$ cat src/rtl/seg_scan_ctrl.sv
// seg_scan_ctrl
//   Multiplexed seven-segment scan controller for N_DIGITS common-anode
//   digits. It captures a shadow copy of the display data on load_i and
//   scans one digit per SCAN_DIV clock slot. The first cycle of every slot
//   is an anode dead cycle, so the previous digit's segments cannot ghost
//   onto the next anode. It also supports per-digit blank and blink masks
//   and optional leading-zero suppression.
//
// Ports
//   clk_i         system clock
//   rst_i         synchronous reset, active-high, highest priority
//   data_i        hex nibbles, digit 0 in bits [3:0]
//   dp_i          decimal-point request per digit
//   blank_mask_i  1 = digit forced dark (live, not shadowed)
//   blink_mask_i  1 = digit blinks (live, not shadowed)
//   load_i        capture data_i/dp_i into the shadow registers
//   seg_o         {g,f,e,d,c,b,a}, active-low, registered
//   dp_o          decimal point, active-low, registered
//   an_o          anode enables, active-low
//   tick_o        one-cycle pulse in the last cycle of each digit slot

module seg_scan_ctrl #(
  parameter int N_DIGITS    = 8,
  parameter int SCAN_DIV    = 100000,
  parameter int BLINK_DIV   = 256,
  parameter int LZ_SUPPRESS = 0
) (
  input  logic                  clk_i,
  input  logic                  rst_i,
  input  logic [4*N_DIGITS-1:0] data_i,
  input  logic [N_DIGITS-1:0]   dp_i,
  input  logic [N_DIGITS-1:0]   blank_mask_i,
  input  logic [N_DIGITS-1:0]   blink_mask_i,
  input  logic                  load_i,
  output logic [6:0]            seg_o,
  output logic                  dp_o,
  output logic [N_DIGITS-1:0]   an_o,
  output logic                  tick_o
);

  localparam int PW    = $clog2(SCAN_DIV);
  localparam int IW    = (N_DIGITS > 1) ? $clog2(N_DIGITS) : 1;
  localparam int BW    = (BLINK_DIV > 1) ? $clog2(BLINK_DIV) : 1;
  // Per-digit lookup tables are padded to a power of two so that indexing
  // with r_idx can never fall outside the array.
  localparam int NSLOT = 1 << IW;

  logic [PW-1:0]         r_pre;
  logic [IW-1:0]         r_idx;
  logic [BW-1:0]         r_bcnt;
  logic                  r_bphase;
  logic [4*N_DIGITS-1:0] r_shadow;
  logic [N_DIGITS-1:0]   r_sdp;
  logic [6:0]            r_seg;
  logic                  r_dp;

  logic                  w_tick;
  logic                  w_dead;
  logic                  w_last_idx;
  logic                  w_blink_wrap;
  logic [3:0]            w_nib_arr  [NSLOT];
  logic                  w_dark_arr [NSLOT];
  logic                  w_sdp_arr  [NSLOT];
  logic [N_DIGITS-1:0]   w_zero;
  logic [N_DIGITS-1:0]   w_lead;
  logic [6:0]            w_seg_next;
  logic                  w_dp_next;

  function automatic logic [6:0] f_decode(input logic [3:0] nib);
    logic [6:0] seg;
    case (nib)
      4'h0: seg = 7'h40;
      4'h1: seg = 7'h79;
      4'h2: seg = 7'h24;
      4'h3: seg = 7'h30;
      4'h4: seg = 7'h19;
      4'h5: seg = 7'h12;
      4'h6: seg = 7'h02;
      4'h7: seg = 7'h78;
      4'h8: seg = 7'h00;
      4'h9: seg = 7'h10;
      4'hA: seg = 7'h08;
      4'hB: seg = 7'h03;
      4'hC: seg = 7'h46;
      4'hD: seg = 7'h21;
      4'hE: seg = 7'h06;
      default: seg = 7'h0E;
    endcase
    return seg;
  endfunction

  assign w_tick       = (r_pre == PW'(SCAN_DIV - 1));
  assign w_dead       = (r_pre == '0);
  assign w_last_idx   = (r_idx == IW'(N_DIGITS - 1));
  assign w_blink_wrap = (r_bcnt == BW'(BLINK_DIV - 1));

  // Leading-zero chain: w_lead[i] is set when every shadow nibble from the
  // top digit down to digit i is zero.
  genvar gi;
  generate
    for (gi = 0; gi < N_DIGITS; gi++) begin : g_lead
      assign w_zero[gi] = (r_shadow[4*gi +: 4] == 4'h0);
      if (gi == N_DIGITS - 1) begin : g_top
        assign w_lead[gi] = w_zero[gi];
      end else begin : g_rest
        assign w_lead[gi] = w_zero[gi] & w_lead[gi+1];
      end
    end
  endgenerate

  generate
    for (gi = 0; gi < NSLOT; gi++) begin : g_slot
      if (gi < N_DIGITS) begin : g_real
        assign w_nib_arr[gi]  = r_shadow[4*gi +: 4];
        assign w_sdp_arr[gi]  = r_sdp[gi];
        // Digit 0 is never suppressed, so an all-zero value still shows "0".
        assign w_dark_arr[gi] = blank_mask_i[gi]
                              | (r_bphase & blink_mask_i[gi])
                              | ((LZ_SUPPRESS != 0) && (gi != 0) && w_lead[gi]);
      end else begin : g_pad
        assign w_nib_arr[gi]  = 4'h0;
        assign w_sdp_arr[gi]  = 1'b0;
        assign w_dark_arr[gi] = 1'b1;
      end
    end
  endgenerate

  always_comb begin
    w_seg_next = 7'h7F;
    w_dp_next  = 1'b1;
    if (!w_dark_arr[r_idx]) begin
      w_seg_next = f_decode(w_nib_arr[r_idx]);
      w_dp_next  = ~w_sdp_arr[r_idx];
    end
  end

  // Anodes are off in the dead cycle of each slot. After that, only the
  // anode for the current digit is driven low.
  generate
    for (gi = 0; gi < N_DIGITS; gi++) begin : g_an
      assign an_o[gi] = ~(!w_dead && (r_idx == IW'(gi)));
    end
  endgenerate

  always_ff @(posedge clk_i) begin
    if (rst_i) begin
      r_pre    <= '0;
      r_idx    <= '0;
      r_bcnt   <= '0;
      r_bphase <= 1'b0;
      r_shadow <= '0;
      r_sdp    <= '0;
      r_seg    <= 7'h7F;
      r_dp     <= 1'b1;
    end else begin
      if (load_i) begin
        r_shadow <= data_i;
        r_sdp    <= dp_i;
      end

      if (w_tick) begin
        r_pre <= '0;
        r_idx <= w_last_idx ? '0 : r_idx + IW'(1);
        if (w_blink_wrap) begin
          r_bcnt   <= '0;
          r_bphase <= ~r_bphase;
        end else begin
          r_bcnt <= r_bcnt + BW'(1);
        end
      end else begin
        r_pre <= r_pre + PW'(1);
      end

      // Segments are latched at the end of the dead cycle. A load coinciding
      // with the tick that opened this slot is therefore already visible.
      if (w_dead) begin
        r_seg <= w_seg_next;
        r_dp  <= w_dp_next;
      end
    end
  end

  assign seg_o  = r_seg;
  assign dp_o   = r_dp;
  assign tick_o = w_tick;

endmodule
$ cat config.mk
export PLATFORM = sky130hd
export DESIGN_NAME = seg_scan_ctrl
export DESIGN_NICKNAME = d
export VERILOG_FILES = /design/src/rtl/seg_scan_ctrl.sv
export SDC_FILE = /design/constraint.sdc
export NUM_CORES = 1
export LEC_CHECK = 0
export ABC_AREA = 1
export BUFFER_PORTS_ARGS = -buffer_cell sky130_fd_sc_hd__buf_2
export CAP_MARGIN = 20
export CORE_MARGIN = 1.5
export CORE_UTILIZATION = 40
export CTS_CLUSTER_SIZE = 20
export DETAILED_ROUTE_END_ITERATION = 8
export GPL_ROUTABILITY_DRIVEN = 0
export SLEW_MARGIN = 10
export SYNTH_ARGS = -nofsm -noshare
export SYNTH_HDL_FRONTEND = slang
export SYNTH_SLANG_ARGS = --single-unit
$ cat constraint.sdc
create_clock -name clk_i -period 4.67 [get_ports clk_i]
set_clock_uncertainty 0.1 [all_clocks]
set_input_delay 0.2335 -clock clk_i [delete_from_list [all_inputs] [get_ports clk_i]]
set_output_delay 0.2335 -clock clk_i [all_outputs]
set_load 0.02 [all_outputs]
---- Yosys cells after proc, flatten, opt, wreduce, memory -nomap -nowiden ----
Memory sizes are Yosys's and may differ from the RTL's.
Index checks and enable logic that the tools add are counted.
storage, ports and cells
  bits in registers ....................... 77
  ROM bits ................................ 112
  input port bits ......................... 59
  output and inout bits ................... 17
  word-level logic and storage cells ...... 75
  memories ................................ 1
cells by class
  $add $sub $neg .......................... 3
  order comparisons ....................... 1
  equal/unequal tests ..................... 9
  multiplexer cells ....................... 13
  bitwise gates (word level) .............. 27
  reductions and logical operators ........ 13
memories
  name             words  bits a word  rd ports  clocked after memory_dff  write ports  RTL line  RTL
  (no name shown)  16     7            1         0                         0            71        case (nib)
operators with widths
  kind                                                                    count
  17-bit by 1-bit adder with 17-bit output (second input constant)        1
  17-bit equality test (second input constant)                            1
  17-bit logical NOT                                                      1
  4-bit binary-select mux with 3-bit select                               1
  3-bit equality test (second input constant)                             4
  1-bit inverter                                                          10
  8-bit by 1-bit adder with 8-bit output (second input constant)          1
  1-bit AND                                                               8
  8-bit equality test (second input constant)                             1
  1-bit logical AND                                                       8
  4-bit two-way mux                                                       2
  8-bit two-way mux                                                       1
  1-bit bitwise OR                                                        8
  7-bit two-way mux                                                       1
  1-bit binary-select mux with 3-bit select                               2
  3-bit by 2-bit equality test with 1-bit output (second input constant)  2
  1-bit two-way mux                                                       5
  4-bit >= comparator (second input constant)                             1
  3-bit inverter with 4-bit output                                        1
  3-bit by 1-bit adder with 3-bit output (second input constant)          1
  3-bit by 1-bit equality test with 1-bit output (second input constant)  1
  3-bit logical NOT                                                       1
  3-bit two-way mux                                                       1
  2-bit AND reduction                                                     1
  2 further kinds                                                         2

---- Logic depth before layout (Yosys ltp) ----
  word-level depth ........................ 6
  depth in mapped cells ................... 15
  mapped depth without buffers ............ 13

---- Worst setup path before layout ----
Ideal clock, no wire load.
  path type ............................... reg2reg
  from .................................... reg r_idx[0]
  to ...................................... reg r_seg[5] (netlist: seg_o[5])
  setup time .............................. 0.122 ns
  data arrival time ....................... 1.665 ns
  required time ........................... 4.448 ns
  path slack .............................. 2.783 ns
  stages on the path, launching flop included .. 15
  buffers on the path ..................... 2
  clock period less this slack ............ 1.887 ns
  path through ............................ dfxtp_1 > buf_6 > buf_6 > nand2_1 > nand3_1 > nand2_1 > o21ai_2 > inv_1 > ha_1 > nand3_1 > nand2_1 > nand2_1 > nand3_1 > nand2_1 > nand2_1
between the ends
  longest elaborated chain between the ends .. 6
  elaborated cells on any way between the ends .. 9
  classes of those cells .................. mux (7); bitwise (1); memory (1)
ends and longest elaborated chain
  element                                                     RTL line  RTL
  from (decl)                                                 49        logic [IW-1:0] r_idx;
  from (signal assigned)                                      163       r_idx <= w_last_idx ? '0 : r_idx + IW'(1);
  3-bit inverter with 4-bit output (implied by the code) (*)  131, 132
  4-bit binary-select mux with 3-bit select                   132       w_seg_next = f_decode(w_nib_arr[r_idx]);
  4-bit two-way mux (implied by the code) (2 in a row)        132
  memory read 16 x 7 bit                                      -
  7-bit two-way mux (*)                                       131       if (!w_dark_arr[r_idx]) begin
  to (signal assigned)                                        177       r_seg <= w_seg_next;
  to (decl)                                                   54        logic [6:0] r_seg;
Mark *: on every way between the ends. The rest lies on a longest branch, timed or not. The select of a mux whose other input is x is not followed.
A chain may end at the register's enable or synchronous reset.

---- Final worst setup path ----
  from .................................... reg r_idx[1]
  to ...................................... reg r_seg[5] (netlist: seg_o[5])
The elaborated chain is that of the path after synthesis.

==> flow_summary.ini <==
[run_status]
status = completed

[cts]
worstSkewPairLatency_ps = 350
clk_pin_slew_worst_paths_ps = 80
tritoncts = built
cts.repair.resized = 0
htree_levels = 3
clock-sinks = 77
root_buffer = clkbuf_8
cts_buffers = 9
cts.path.max_buffers = 2

[pwr]
combPwrFrac_pct = 12.9
finalPower_uw = 1384
cellLeakagePower_uw = 0.002105
pwr-share-seq_pct = 50.9
p_int_uw = 1018
ir_worst_vdd_mv = 0.1851
swShare_pct = 26.41
p_per_area_mw_per_mm2 = 292.2
power_switching_uw = 365.5
power_frac_clock_pct = 36.3

[worst_setup_path]
crit_path_top_delay_cell = dfxtp_1
crit_type = reg -> reg
r2r_start = r_idx[1]
crit_fanout = 16
ff2ff_path_depth = 12
slowest_delay_ps = 700
path_cells = inv_2 -> nand3_1 -> nand2_1 -> o21ai_2 -> inv_1 -> ha_1 -> nand3_1 -> nand2_1 -> nand2_1 -> nand3_1 -> nand2_1 -> nand2_1
r2r_slack_ps = 2220
crit_arrival_ps = 2570
crit_path_start_kind = register
crit-reg2reg-capture = seg_o[5]
critPathRequiredTime_ps = 4790
worstSetupEndpointType = register
crit_top_cell = nand2_1

[place]
port_buffers = 75
hpwl_um = 7264
preCtsSetupSlack_ps = 2232
dp.cells = 783

[timing]
tns_ps = 0
slew_headroom_pct = 35.20
slew_viol_final = 0
rsz0062_at_grt = false
period_share_pct = 52.46
max_freq_ghz = 0.4082
period_needed_ps = 2450
worst_pin_slew_ps = 970.6
setup_slack_ps = 2220
holdWs_ps = 13.32
final-hold-violation-count = 0
finalSetupViolations = 0

[synthesis]
synth_cell_types = 38
syn-num-nets = 672
syn_area_mm2 = 0.004123
synthCells = 598
ys_ff_latch = 77
synth-async-reset-ratio_pct = 0
synth_edf_count = 0
synth_top_flop_cell = dfxtp_1
ys_seq_area_share_pct = 37.39
yosys_warnings = 0
avgSynthCellArea_um2 = 6.894

[routing]
viasPerCell = 4.928
first_iter_violations = 119
totalWireLength_um = 9871
drcViolationCount = 0
wire_per_inst_um = 12.34
ant_nets = 0
first_pass_iters = 4
vias = 3942

[die]
core_mm2 = 0.009864
num_io_pins = 76
dieArea_mm2 = 0.01092
rows = 36
initial_utilization_pct = 41.79
die_w_um = 104.5
chipHeight_um = 104.5

[min_path]
hold_path_depth = 3
worstHoldStart = dp_i[5]
holdPathEnd = r_sdp[5]
hp-class = in -> reg

[grt]
grt_pass1_wl_um = 16880
grt_usage_pct = 18.84
grt_pass1_vias = 3824
overflow = 0
grt_max_degree = 74
antenna_found_initial = 0

[layout]
layout_common_cells = 125 x nand2_1, 77 x dfxtp_1, 75 x buf_2, 63 x inv_1, 60 x a21oi_1
n_fill_cell = 1024
diodes = 0
fin_cells = 800
nets = 736
layout-drive-gt1-share_pct = 17.84
layout_commonest_cell = nand2_1
area_growth_pct = 14.87

[run]
cap_violations = 0
-- metrics by stage --
step	cell area, um^2	utilization (%)
floorplan	4123	-
finish	4736	48.01
CTS	4736	48.01
global route	4736	48.01
detailed placement	4533	45.95
global placement	4533	45.95
-- worst max-delay path by stage --
| stage | endpoint | cells after the start | startpoint |
|---|---|---|---|
| 2_1_floorplan | seg_o[5] | 14 | r_idx[0] |
| 5_1_grt | seg_o[5] | 12 | r_idx[1] |
| 4_1_cts | seg_o[5] | 12 | r_idx[1] |
| 6_report | seg_o[5] | 12 | r_idx[1] |
| 3_5_place_dp | seg_o[5] | 12 | r_idx[1] |
| 3_3_place_gp | seg_o[5] | 12 | r_idx[1] |
-- metal layers --
layer	up-vias	global-route usage, %	part of all wire, %
met3	14	3.446	3.8
met5	-	0	0
met2	77	32.00	48
li1	2069	-	-
met1	1782	23.04	46
met4	0	8.532	1.8
-- power groups by stage --
stage,registers [uW],clock network [uW],logic (uW)
finish,704,502,178
floorplan,727,0,110
global placement,719,0,176
CTS,704,516,180
global route,707,546,205
detailed placement,719,0,178
-- cell type report --
class | count | area [um^2] | area share, %
tap | 133 | 166.4 | 3.514
timing repair buffer | 78 | 400.4 | 8.454
clock buffer | 12 | 145.1 | 3.065
inverter | 71 | 269.0 | 5.680
sequential | 77 | 1541 | 32.55
clock inverter | 4 | 47.55 | 1.004
multi-input combinational | 425 | 2166 | 45.73
-- critical path: cells and delay by family (launching register included) --
kind,cells,cell delay [ps]
fa+ha+maj,1,230
buf+inv,2,400
flops,1,700
simple gates,8,640
compound gates,1,260
-- repair_timing --
action | in CTS | in global routing
endpoints found under the setup margin | 0 | 0
hold buffers | 1 | 0
endpoints found under the hold margin | 1 | 0
buffers inserted | 0 | 0
-- cell families (layout without fill, tap and decap cells) --
logic type | Yosys count | after routing | share of synthesized area (%)
simple gates | 283 | 283 | 30.90
flops | 77 | 77 | 37.39
buf+inv | 96 | 165 | 10.08
xor+xnor | 11 | 11 | 2.337
fa+ha+maj | 15 | 15 | 4.552
compound gates | 116 | 116 | 14.75
-- flip-flops by register name, summed over array words and instances, names as in the netlist --
name      cells
dp_o          1
r_pre        17
r_bcnt        8
r_sdp         8
r_shadow     32
r_bphase      1
seg_o         7
r_idx         3
-- synthesized netlist by cell type (4+ instances only) --
master | n | area share, %
inv_1 | 63 | 5.7
nand3_1 | 57 | 6.9
nand2_1 | 125 | 11
nor3_1 | 10 | 1.2
dfxtp_1 | 77 | 37
nor2_1 | 57 | 5.2
nand4_1 | 9 | 1.4
buf_6 | 5 | 1.4
inv_2 | 7 | 0.64
o21ai_0 | 47 | 5.7
xor2_1 | 8 | 1.7
a21oi_1 | 60 | 7.3
nand2_2 | 5 | 0.76
ha_1 | 15 | 4.6
clkbuf_1 | 13 | 1.2
nor4_1 | 4 | 0.61
nor2_2 | 4 | 0.61
Power figures use the tool's default switching activity.
